$ cat src/rtl/vram_access_scheduler_pkg.sv
// Shared constants and CPU FSM encoding for the VRAM access scheduler.
// No logic; sizes and default fetch-window geometry only.
package vram_access_scheduler_pkg;

    localparam int VRAM_ADDR_W         = 14;
    localparam int VRAM_DATA_W         = 32;
    localparam int FETCH_H_START_DEF   = 141;
    localparam int FETCH_H_END_DEF     = 789;
    localparam int FETCH_V_START_DEF   = 44;
    localparam int FETCH_V_END_DEF     = 524;
    localparam int CPU_MAX_WAIT_DEF    = 64;

    typedef enum logic [1:0] {
        CPU_IDLE    = 2'd0,
        CPU_ACK     = 2'd1,
        CPU_HOLDOFF = 2'd2
    } cpu_state_e;

    // Counter must be able to hold max_wait itself, not just max_wait-1.
    function automatic int wait_cnt_w(input int max_wait);
        return $clog2(max_wait + 1);
    endfunction

endpackage

$ cat src/rtl/vram_access_scheduler_fetch_window_decode.sv
// Decodes raster position into the GPU fetch-window flag.
// Latency: purely combinational, zero cycles.
// Backpressure: none; a pure function of h/v position.
module fetch_window_decode
    import vram_access_scheduler_pkg::*;
#(
    parameter int H_START = FETCH_H_START_DEF,
    parameter int H_END   = FETCH_H_END_DEF,
    parameter int V_START = FETCH_V_START_DEF,
    parameter int V_END   = FETCH_V_END_DEF
) (
    input  logic [11:0] h_count_i,
    input  logic [11:0] v_count_i,
    output logic        fetch_window_o
);

    localparam logic [11:0] H_S = 12'(H_START);
    localparam logic [11:0] H_E = 12'(H_END);
    localparam logic [11:0] V_S = 12'(V_START);
    localparam logic [11:0] V_E = 12'(V_END);

    // V_START names the line before the first fetch line, hence the strict compare.
    assign fetch_window_o = (h_count_i >= H_S) && (h_count_i <= H_E) &&
                            (v_count_i >  V_S) && (v_count_i <= V_E);

endmodule

$ cat src/rtl/vram_access_scheduler.sv
// Arbitrates a single VRAM port between the pipelined GPU reader and a CPU.
// Latency: access issues combinationally; GPU data and CPU ack follow one cycle later.
// Backpressure: loser of arbitration stalls; CPU is spaced by ACK/HOLDOFF, GPU can grant every cycle.
module vram_access_scheduler
    import vram_access_scheduler_pkg::*;
#(
    parameter int ADDR_W        = VRAM_ADDR_W,
    parameter int DATA_W        = VRAM_DATA_W,
    parameter int FETCH_H_START = FETCH_H_START_DEF,
    parameter int FETCH_H_END   = FETCH_H_END_DEF,
    parameter int FETCH_V_START = FETCH_V_START_DEF,
    parameter int FETCH_V_END   = FETCH_V_END_DEF,
    parameter int CPU_MAX_WAIT  = CPU_MAX_WAIT_DEF
) (
    input  logic              clkPixel,
    input  logic              resetn,
    input  logic [11:0]       h_count,
    input  logic [11:0]       v_count,
    input  logic              gpu_req,
    input  logic [ADDR_W-1:0] gpu_addr,
    output logic              gpu_grant,
    output logic              gpu_rdata_valid,
    output logic [DATA_W-1:0] gpu_rdata,
    input  logic              cpu_req,
    input  logic              cpu_we,
    input  logic [ADDR_W-1:0] cpu_addr,
    input  logic [DATA_W-1:0] cpu_wdata,
    output logic              cpu_ack,
    output logic [DATA_W-1:0] cpu_rdata,
    output logic              vram_en,
    output logic              vram_we,
    output logic [ADDR_W-1:0] vram_addr,
    output logic [DATA_W-1:0] vram_wdata,
    input  logic [DATA_W-1:0] vram_rdata,
    output logic              fetch_window,
    output logic              cpu_starved
);

    localparam int              WAIT_W   = wait_cnt_w(CPU_MAX_WAIT);
    localparam logic [WAIT_W-1:0] WAIT_MAX = WAIT_W'(CPU_MAX_WAIT);

    cpu_state_e        state_q, state_d;
    logic [WAIT_W-1:0] wait_q, wait_d;
    logic              starved_q, starved_d;
    logic              gpu_vld_q;
    logic              cpu_issue;

    fetch_window_decode #(
        .H_START (FETCH_H_START),
        .H_END   (FETCH_H_END),
        .V_START (FETCH_V_START),
        .V_END   (FETCH_V_END)
    ) u_window (
        .h_count_i      (h_count),
        .v_count_i      (v_count),
        .fetch_window_o (fetch_window)
    );

    // Inside the window the GPU owns the port whenever it asks; outside, an idle CPU wins.
    always_comb begin
        cpu_issue  = resetn && (state_q == CPU_IDLE) && cpu_req && !(fetch_window && gpu_req);
        gpu_grant  = resetn && gpu_req && !cpu_issue;
        vram_en    = cpu_issue || gpu_grant;
        vram_we    = cpu_issue && cpu_we;
        vram_addr  = cpu_issue ? cpu_addr : gpu_addr;
        vram_wdata = cpu_wdata;
    end

    always_comb begin
        state_d = state_q;
        cpu_ack = 1'b0;
        case (state_q)
            CPU_IDLE:    if (cpu_issue) state_d = CPU_ACK;
            CPU_ACK: begin
                cpu_ack = resetn;
                state_d = CPU_HOLDOFF;
            end
            CPU_HOLDOFF: state_d = CPU_IDLE;
            default:     state_d = CPU_IDLE;
        endcase
    end

    always_comb begin
        wait_d = '0;
        if ((state_q == CPU_IDLE) && cpu_req && !cpu_issue) begin
            wait_d = (wait_q == WAIT_MAX) ? wait_q : wait_q + WAIT_W'(1);
        end
        if (wait_d == WAIT_MAX) begin
            starved_d = 1'b1;
        end else if ((h_count == '0) && (v_count == '0)) begin
            starved_d = 1'b0;
        end else begin
            starved_d = starved_q;
        end
    end

    always_ff @(posedge clkPixel) begin
        if (!resetn) begin
            state_q   <= CPU_IDLE;
            wait_q    <= '0;
            starved_q <= 1'b0;
            gpu_vld_q <= 1'b0;
        end else begin
            state_q   <= state_d;
            wait_q    <= wait_d;
            starved_q <= starved_d;
            gpu_vld_q <= gpu_grant;
        end
    end

    assign gpu_rdata_valid = gpu_vld_q;
    assign gpu_rdata       = vram_rdata;
    assign cpu_rdata       = vram_rdata;
    assign cpu_starved     = starved_q;

endmodule

$ cat config.mk
export PLATFORM = sky130hd
export DESIGN_NAME = vram_access_scheduler
export DESIGN_NICKNAME = d
export VERILOG_FILES = /design/src/rtl/vram_access_scheduler_pkg.sv /design/src/rtl/vram_access_scheduler_fetch_window_decode.sv /design/src/rtl/vram_access_scheduler.sv
export SDC_FILE = /design/constraint.sdc
export NUM_CORES = 1
export LEC_CHECK = 0
export ABC_AREA = 0
export CORE_MARGIN = 3
export CORE_UTILIZATION = 22
export CTS_CLUSTER_DIAMETER = 120
export DETAILED_ROUTE_END_ITERATION = 12
export PLACE_DENSITY = 0.78
export REMOVE_ABC_BUFFERS = 1
export SLEW_MARGIN = 20
export SYNTH_ARGS = -nofsm -noshare
export SYNTH_HDL_FRONTEND = slang
export SYNTH_SLANG_ARGS = --single-unit
$ cat constraint.sdc
create_clock -name clkPixel -period 1.8 [get_ports clkPixel]
set_clock_uncertainty 0.05 [all_clocks]
set_input_delay 0.18 -clock clkPixel [delete_from_list [all_inputs] [get_ports clkPixel]]
set_output_delay 0.18 -clock clkPixel [all_outputs]
set_load 0.05 [all_outputs]
Word level (Yosys, flattened, before mapping)
Cells that the tools add are included.
{ "totals": {"regBits": 11, "latchBits": 0, "mem_bits_rw": 0, "rom_bits": 0, "in_bits": 121, "output_inout_bits": 117, "wordCells": 41, "memories": 0} }
{ "op_classes": {"add_sub_neg": 1, "multipliers": 0, "n_div": 0, "n_lt_le_gt_ge": 4, "n_eq_ne": 4, "n_shift": 0, "mux": 8, "n_bitwise": 0, "n_reduce_logical": 20} }
{ "op_table": {"columns": ["op", "n"], "rows": [
  ["$le A12 B10 Y1 const B", 2],
  ["$logic_not A12 Y1", 2],
  ["$eq A7 B7 Y1 const B", 2],
  ["$mux W14", 1],
  ["$mux W7", 2],
  ["$logic_and A1 B1 Y1", 13],
  ["$ge A12 B8 Y1 const B", 1],
  ["$gt A12 B6 Y1 const B", 1],
  ["$add A7 B1 Y7 const B", 1],
  ["$pmux W2 S2", 1],
  ["$mux W1", 3],
  ["$eq A2 B1 Y1 const B", 1],
  ["$logic_not A1 Y1", 2],
  ["$logic_not A2 Y1", 1],
  ["$mux W2", 1],
  ["$ne A2 B2 Y1 const B", 1],
  ["$reduce_bool A2 Y1", 1],
  ["$logic_or A1 B1 Y1", 1]
]} }

Logic depth before layout (Yosys ltp)
Gate-level depths: netlist (run 1).
{ "depth": {"word_depth": 12, "ltp_mapped": 7, "ltp_nobuf": 6} }

By module
Synthesis (run 1) repeated with hierarchy kept, for this count alone.
{ "hier_totals": {"hier_cells": 202, "hier_area_um2": 1662.8} }
{ "modules_own_cells": {"columns": ["mod", "instances", "cells_per_inst", "area_per_inst_um2", "seq_area_each_um2"], "rows": [
  ["vram_access_scheduler", 1, 185, 1556.5, 220.2],
  ["fetch_window_decode", 1, 17, 106.4, 0.0]
]} }

Least setup slack after synthesis (run 1)
No wires, ideal clock.
{ "synth_path": {"kind": "reg2out", "from": "register state_q[1]", "to": "output vram_we", "t_arrival_ps": 1948, "required_ps": 1570, "slack_ps": -378, "stages_incl_launch_ff": 6, "n_path_buf": 2, "path_cell_list": "dfxtp_1 > or4bb_1 > a41o_1 > buf_6 > buf_12 > nor2_1"} }
{ "synth_via": {"elab_chain_len": 5} }
{ "synth_lines": {"columns": ["element", "line_no", "text"], "rows": [
  ["from (decl)", "vram_access_scheduler.sv:42", "cpu_state_e state_q, state_d;"],
  ["from (signal assigned)", "vram_access_scheduler.sv:104", "state_q <= state_d;"],
  ["$logic_not A2 Y1", "vram_access_scheduler.sv:61", "cpu_issue = resetn && (state_q == CPU_IDLE) && cpu_req && !(fetch_window && gpu_req);"],
  ["$logic_and A1 B1 Y1 (3 in a row)", "vram_access_scheduler.sv:61", null],
  ["$logic_and A1 B1 Y1", "vram_access_scheduler.sv:64", "vram_we = cpu_issue && cpu_we;"],
  ["to (decl)", "vram_access_scheduler.sv:31", "output logic vram_we,"]
]} }
Every way passes these cells.

Worst setup path in the final report (run 1)
{ "layout_path": {"from": "register state_q[0]", "to": "output vram_addr[13]"} }
{ "layout_via": {"elab_chain_len": 5} }
{ "layout_lines": {"columns": ["element", "line_no", "text"], "rows": [
  ["$logic_not A2 Y1", "vram_access_scheduler.sv:61", null],
  ["$logic_and A1 B1 Y1 (3 in a row)", "vram_access_scheduler.sv:61", null],
  ["$mux W14", "vram_access_scheduler.sv:65", "vram_addr = cpu_issue ? cpu_addr : gpu_addr;"],
  ["to (decl)", "vram_access_scheduler.sv:32", "output logic [ADDR_W-1:0] vram_addr,"]
]} }
Every way passes these cells.

==> summary.md, run 1 <==
| Metric | Value |
|---|---|
| Sw Pwr | 333 µW |
| Data required, critical path | around 1.6 ns |
| Non-filler cells in the finished layout | around 310 |
| Core Area | 0.00733 mm² |
| Starting density of the core | 0.229 |
| Worst-Margin Slew | 0.534 ns |
| Site Rows | 31 |
| Syn Std Cell Area | approximately 0.0017 mm² |
| Insertion delay to the later sink of the worst-skew pair | 0.24 ns |
| Num Clock Sinks | 11 |
| Internal power | 689 µW |
| Slew Viols, Final | 0 |
| Final Hold Viols | 0 |
| Register Area | 220 µm² |
| Reg-to-reg setup timing slack | 0.17 ns |
| Switching Fraction | 0.326 |
| Asr flop ratio synth | 0 |
| Final setup TNS | -5.91 ns |
| DR pass1 iterations | 4 |
| Ant diodes | 0 |
| Worst r2r src | wait_q[1] |
| Critical Path AT | roughly 2.0 ns |
| Post-synth top area cell | buf_4 |
| GRT Overall Usage | 0.275 |
| Clock network power share | 0.240 |
| Power per cell area | 444 mW/mm² |
| Fraction of layout cells with a size suffix above 1 | 0.393 |
| Top cells by count, synth | buf_4, nor2_1, dfxtp_1 |
| Syn Inst Count | 204 |
| Area of the multi-input gates | between 700 and 800 µm² |
| CP max FO | 7 |
| Worst-path clk slew | 0.05 ns |
| Depth of the CTS H-tree | 1 |
| Max-Cap Viols | 0 |
| Hold slack | 0.310 ns |
| Initial antenna violation count | 1 |
| Worst Min Path Start | vram_rdata[6] |
| Top-count cell post-synth | buf_4 |
| Cell variety after synth | 38 |
| Area growth, synth to finish | 37.2% |
| Post-DP HPWL | 11200 µm |
| WHS Endpoint | gpu_rdata[6] |
| Worst Hold Path Cells | 0 |
| Wirelength per Cell | 39.0 µm |
| CTS tree | yes |
| CTS Hold Bufs | 0 |
| Seq pwr share | 0.244 |
| Die width | approximately 93 µm |
| Die area | 0.00870 mm² |
| Initial DRC Count | 165 |
| WS Path Type | flip-flop to output pin |
| Largest net degree at the start of global routing | 8 |
| Setup ws final | -0.403 ns |
| Leakage Power | 0.988 nW |
| TritonCTS Buffers | 3 |
| Antenna Nets Post-Route | 0 |
| Flops & latches, synth | 11 |
| Vias in the first global route | 1560 |
| Top cell type's share of synthesized area | 0.430 |
| IO buf count | between 70 and 80 |
| Cells on worst reg2reg path | 5 |
| Primary FF master, synth | dfxtp_1 |
| Filler instances | 765 |
| CTS Buffer Depth | 2 |
| Via count | 1522 |
| Placed Cells | 305 |
| Setup violators final | 17 |
| Io pins | 238 |
| Outcome | finished with violations |
| Global-route wire length before repair | around 15000 µm |
| RSZ-0062 raised after global routing | yes |
| Clock Root Buffer | clkbuf_8 |
| Max Freq | 454 MHz |
| Dominant cells by area after synthesis | buf_4, dfxtp_1, mux2_4, mux2_2, nor2_1 |
| Failing checks | negative setup slack |
| Nets@finish | 338 |
| Gate power share | 0.516 |
| Post-synth EDFFs | 0 |
| Tightest Hold Check Type | primary input to output pin |
| Register area share after synthesis | 0.131 |
| DR vias/cell | a little under 5 |
| Gr ovfl total | 0 |
| Die Ht | 93.3 µm |
| Drt total wl | 12200 µm |
| Worst flop-to-flop path endpoint | cpu_starved |
| Synth warn | 0 |
| Critical path launch point type | flip-flop |
| DRC viols | 0 |
| Worst slew margin | 0.643 |
| Placer Congestion | 0.988 |
| Syn Area/Cell | about 8.2 µm² |
| Fin crit share | 1.22 |
| CP Capture Type | output pin |
| Peak supply drop | 0.238 mV |
| Tmin final | between 2 and 2.5 ns |
critical path, stage by stage (launching register included):
cell,delay (ns)
dfxtp_1,0.30
or4bb_1,0.52
a41o_1,0.28
buf_6,0.16
mux2_4,0.31
buf_8,0.15
registers in the layout, summed over array words and instances (netlist names):
name / count
state_q: 2
gpu_rdata_valid: 1
wait_q: 7
cpu_starved: 1
power groups by stage:
stage	registers [mW]	logic [mW]	clock network [mW]
after global placement	0.254	0.485	0
after floorplan	0.259	0.192	0
after detailed placement	0.254	0.487	0
after CTS	0.249	0.522	0.256
after global routing	0.249	0.550	0.265
final	0.249	0.527	0.245
layout make-up:
| class | instances | share of cell area |
|---|---|---|
| inverters | 6 | 0.00980 |
| well taps | 99 | 0.0539 |
| clock buffers | 4 | 0.0196 |
| flip-flops and latches | 11 | 0.0958 |
| repair buffers | 105 | 0.487 |
| multi-input cells | 88 | 0.334 |
metal layers:
| layer | global-route usage | share of wire | vias to the layer above |
|---|---|---|---|
| met3 | 0.310 | 0.25 | 33 |
| met1 | 0.194 | 0.24 | 648 |
| met5 | 0 | 0.00074 | - |
| met4 | 0.137 | 0.066 | 2 |
| li1 | - | - | 619 |
| met2 | 0.442 | 0.45 | 220 |
repair_timing:
action / in CTS / in global routing
pin swaps: 13 / 5
setup endpoints to repair: 25 / 19
resized for setup: 73 / 4
gates cloned: 1 / 0
setup buffers: 2 / 2
worst max path at each step:
stage,slack (ns),from,end,cells past startpoint
2_1_floorplan,-0.42,state_q[1],vram_we,3
3_3_place_gp,-0.62,v_count[8],vram_addr[11],8
3_5_place_dp,-0.68,v_count[8],vram_addr[9],8
4_1_cts,-0.42,state_q[1],vram_addr[4],5
5_1_grt,-0.46,state_q[0],vram_addr[13],5
6_report,-0.40,state_q[0],vram_addr[13],5
stage by stage:
stage               power [mW]  utilization  setup slack, ns  area, µm²
detailed placement       0.741        0.286           -0.683       2100
global route              1.06        0.314           -0.456       2300
finish                    1.02        0.314           -0.403       2300
global placement         0.739        0.286           -0.624       2100
CTS                       1.03        0.310           -0.418       2270
floorplan                0.451            -           -0.418        920
placed cells by master (no fill, tap or decap), drive strengths merged, types with 3 or more instances in the layout:
cell            n
a21oi           4
buf            49
clkbuf          4
clkdlybuf4s15   4
clkdlybuf4s50  32
dfxtp          11
dlygate4sd2    19
inv             6
mux2           14
nand2           6
nand3           7
nand4           4
nor2           13
nor3            5
nor4            4
xnor2           3
xor2            4
kinds of logic (layout without fill, tap and decap cells):
| kind of cell | Yosys count | in the layout | share of synthesized area |
|---|---|---|---|
| AO/OA/AOI/OAI | 17 | 17 | 0.0859 |
| XOR/XNOR | 7 | 7 | 0.0366 |
| buffers and inverters | 105 | 115 | 0.465 |
| multiplexers | 14 | 14 | 0.112 |
| flip-flops | 11 | 11 | 0.131 |
| adder cells (fa/ha/maj) | 2 | 2 | 0.0149 |
| AND/OR/NAND/NOR | 48 | 48 | 0.155 |
No activity file was read; power rests on OpenSTA's default activity.
==> run 2, diff against run 1 <==
Settings changed: SKIP_LAST_GASP set to 1, SLEW_MARGIN 20 to not set.
==> results of run 2 <==
Final layout, timing and power as in run 1 (identical DEF).
==> run 3, diff against run 2 <==
Settings changed: CORE_AREA set to 2 2 93 95, CORE_MARGIN 3 to not set, CORE_UTILIZATION 22 to not set, DIE_AREA set to 0 0 95 97, PLACE_DENSITY 0.78 to 0.73.
==> run 3 against run 2 <==
  * The flow still finishes with violations (negative setup slack)
  * Utilization fell by 1.6 points
  * Register-to-register slack got worse by 0.03 ns
  * Routed wire length rose by 13%
  * Global-route usage rose by 0.91 points
  * Combinational power rose by 5.3%
  * Worst hold slack got worse by 0.055 ns
  * Sequential power barely moved
  * Setup slack got worse by 0.027 ns
  * Die area rose by 5.9%
  * Total power rose by 3.5%
==> summary.md, run 3 (synthesis gave the netlist of run 1 again) <==
| Metric | Value |
|---|---|
| Outcome | finished with violations |
| Failing checks | negative setup slack |
| DR vias/cell | 5.03 |
| Tightest Hold Check Type | primary input to flip-flop |
| Antenna Nets Post-Route | 0 |
| Initial antenna violation count | 0 |
| Most common cell after layout, fill and taps aside | buf_4 |
| CP max FO | 8 |
| Global-route wire length before repair | 16600 µm |
| DRC viols | 0 |
| Post-DP HPWL | 11800 µm |
| GRT Overall Usage | 0.284 |
| Core Area | 0.00813 mm² |
| RSZ-0062 raised after global routing | yes |
| Fraction of layout cells with a size suffix above 1 | 0.498 |
| TritonCTS Buffers | 3 |
| IO buf count | between 70 and 80 |
| Tmin final | 2.23 ns |
| Vias in the first global route | about 1700 |
| Data required, critical path | 1.57 ns |
| Site Rows | 33 |
| Via count | 1680 |
| Slowest cell on the critical path | mux2_4 |
| CTS tree | yes |
| Setup ws final | -0.430 ns |
| Die width | 95 µm |
| Die Ht | 97 µm |
| Final setup TNS | -6.74 ns |
| Final Hold Viols | 0 |
| Critical Path AT | 2.00 ns |
| Worst flop-to-flop path endpoint | wait_q[6] |
| Reg-to-reg setup timing slack | 0.14 ns |
| Gr ovfl total | 0 |
| Most frequent cells in the layout | buf_4, clkdlybuf4s50_1, clkbuf_2 |
| WS Path Type | primary input to output pin |
| Nets@finish | 353 |
| Initial DRC Count | 51 |
| Area growth, synth to finish | 44.5% |
| Largest regs | wait_q (7), state_q (2) |
| Worst r2r src | state_q[1] |
| Register with the most flip-flops | wait_q |
| Pre-CTS setup slack | -0.735 ns |
| Drt total wl | between 10000 and 15000 µm |
| Max reg flops | 7 |
| Clock Root Buffer | clkbuf_8 |
| Setup violators final | 18 |
| Power per cell area | 437 mW/mm² |
| CTS Buffer Depth | 2 |
| Io pins | 238 |
| CP Capture Point | vram_addr[5] |
| Num Clock Sinks | 11 |
| Largest net degree at the start of global routing | 9 |
| Crit path cell chain | buf_8, nor4_4, buf_4, nand3_4, o31ai_4, a41o_1, buf_6, mux2_4, buf_12 |
| Max-Cap Viols | 0 |
| Placer Congestion | between 1 and 1.5 |
| Worst Hold Path Cells | 4 |
| Max Freq | 449 MHz |
| Slew Viols, Final | 0 |
| Slowest Stage Delay on Critical Path | around 0.34 ns |
| Starting density of the core | 0.206 |
| CP Capture Type | output pin |
| DR pass1 iterations | 8 |
| Critical path launch point type | primary input |
| Worst slew margin | 0.656 |
| Worst-Margin Slew | 0.515 ns |
| Leakage Power | 1.09 nW |
| Worst-path clk slew | around 0.05 ns |
| Cells on worst reg2reg path | 8 |
| Setup crit start | v_count[7] |
| Fin util | 0.298 |
| Depth of the CTS H-tree | 1 |
| Fin crit share | 1.24 |
| Ant diodes | 0 |
| Peak supply drop | approximately 0.16 mV |
| Die area | 0.00922 mm² |
| Insertion delay to the later sink of the worst-skew pair | 0.24 ns |
| Wirelength per Cell | 41.2 µm |
run 3: cell count changes in the layout (fill, tap and decap cells not counted), sizes merged:
cell / before / now
clkbuf: 4 / 19
dlymetal6s2s: 1 / 3
buf: 49 / 64
dlygate4sd2: 19 / 5
clkdlybuf4s15: 4 / 1
run 3: routing by layer:
layer	GRT usage	share of wire	up-vias
met5	0.101	0.0056	-
met1	0.110	0.15	703
met4	0.211	0.093	4
li1	-	-	648
met3	0.306	0.23	60
met2	0.522	0.52	265
run 3: cell type report:
type                            count  area (µm²)
Timing Repair Buffer              120        1190
Sequential cell                    11         223
Fill cell                         833        5710
Clock buffer                        4        45.0
Multi-Input combinational cell     88         807
Tap cell                          105         131
Inverter                            6        22.5
run 3: worst min path at each step:
stage / from / end
final: v_count[2] / cpu_starved
after global routing: v_count[2] / cpu_starved
after CTS: vram_rdata[17] / gpu_rdata[17]
after detailed placement: vram_rdata[17] / gpu_rdata[17]
after global placement: vram_rdata[17] / gpu_rdata[17]
after floorplan: resetn / cpu_starved
run 3: where the power goes:
group / internal [mW] / total (mW) / leakage, nW / switching (mW)
registers: 0.248 / 0.250 / 0.0899 / 0.00155
logic: 0.299 / 0.555 / 0.974 / 0.257
clock network: 0.156 / 0.252 / 0.0228 / 0.0962
run 3: per-stage QoR:
stage,power (mW),instance area (µm²),hold slack (ns),instances
2_1_floorplan,0.451,920,0.271,105
3_3_place_gp,0.743,2090,0.311,307
3_5_place_dp,0.745,2090,0.311,307
4_1_cts,1.06,2420,0.311,332
5_1_grt,1.09,2420,0.283,334
6_report,1.06,2420,0.255,334
run 3: what timing repair did:
item	in CTS	in global routing
endpoints found under the setup margin	17	18
pin swaps	11	15
hold buffers	0	0
gates cloned	1	0
endpoints found under the hold margin	0	0
setup buffers	20	5
gates resized for setup	63	50
run 3: worst max-delay path: cells and delay by family:
family	cells	cell delay [ns]
buf+inv	4	0.61
simple gates	2	0.39
compound gates	2	0.47
mux	1	0.34
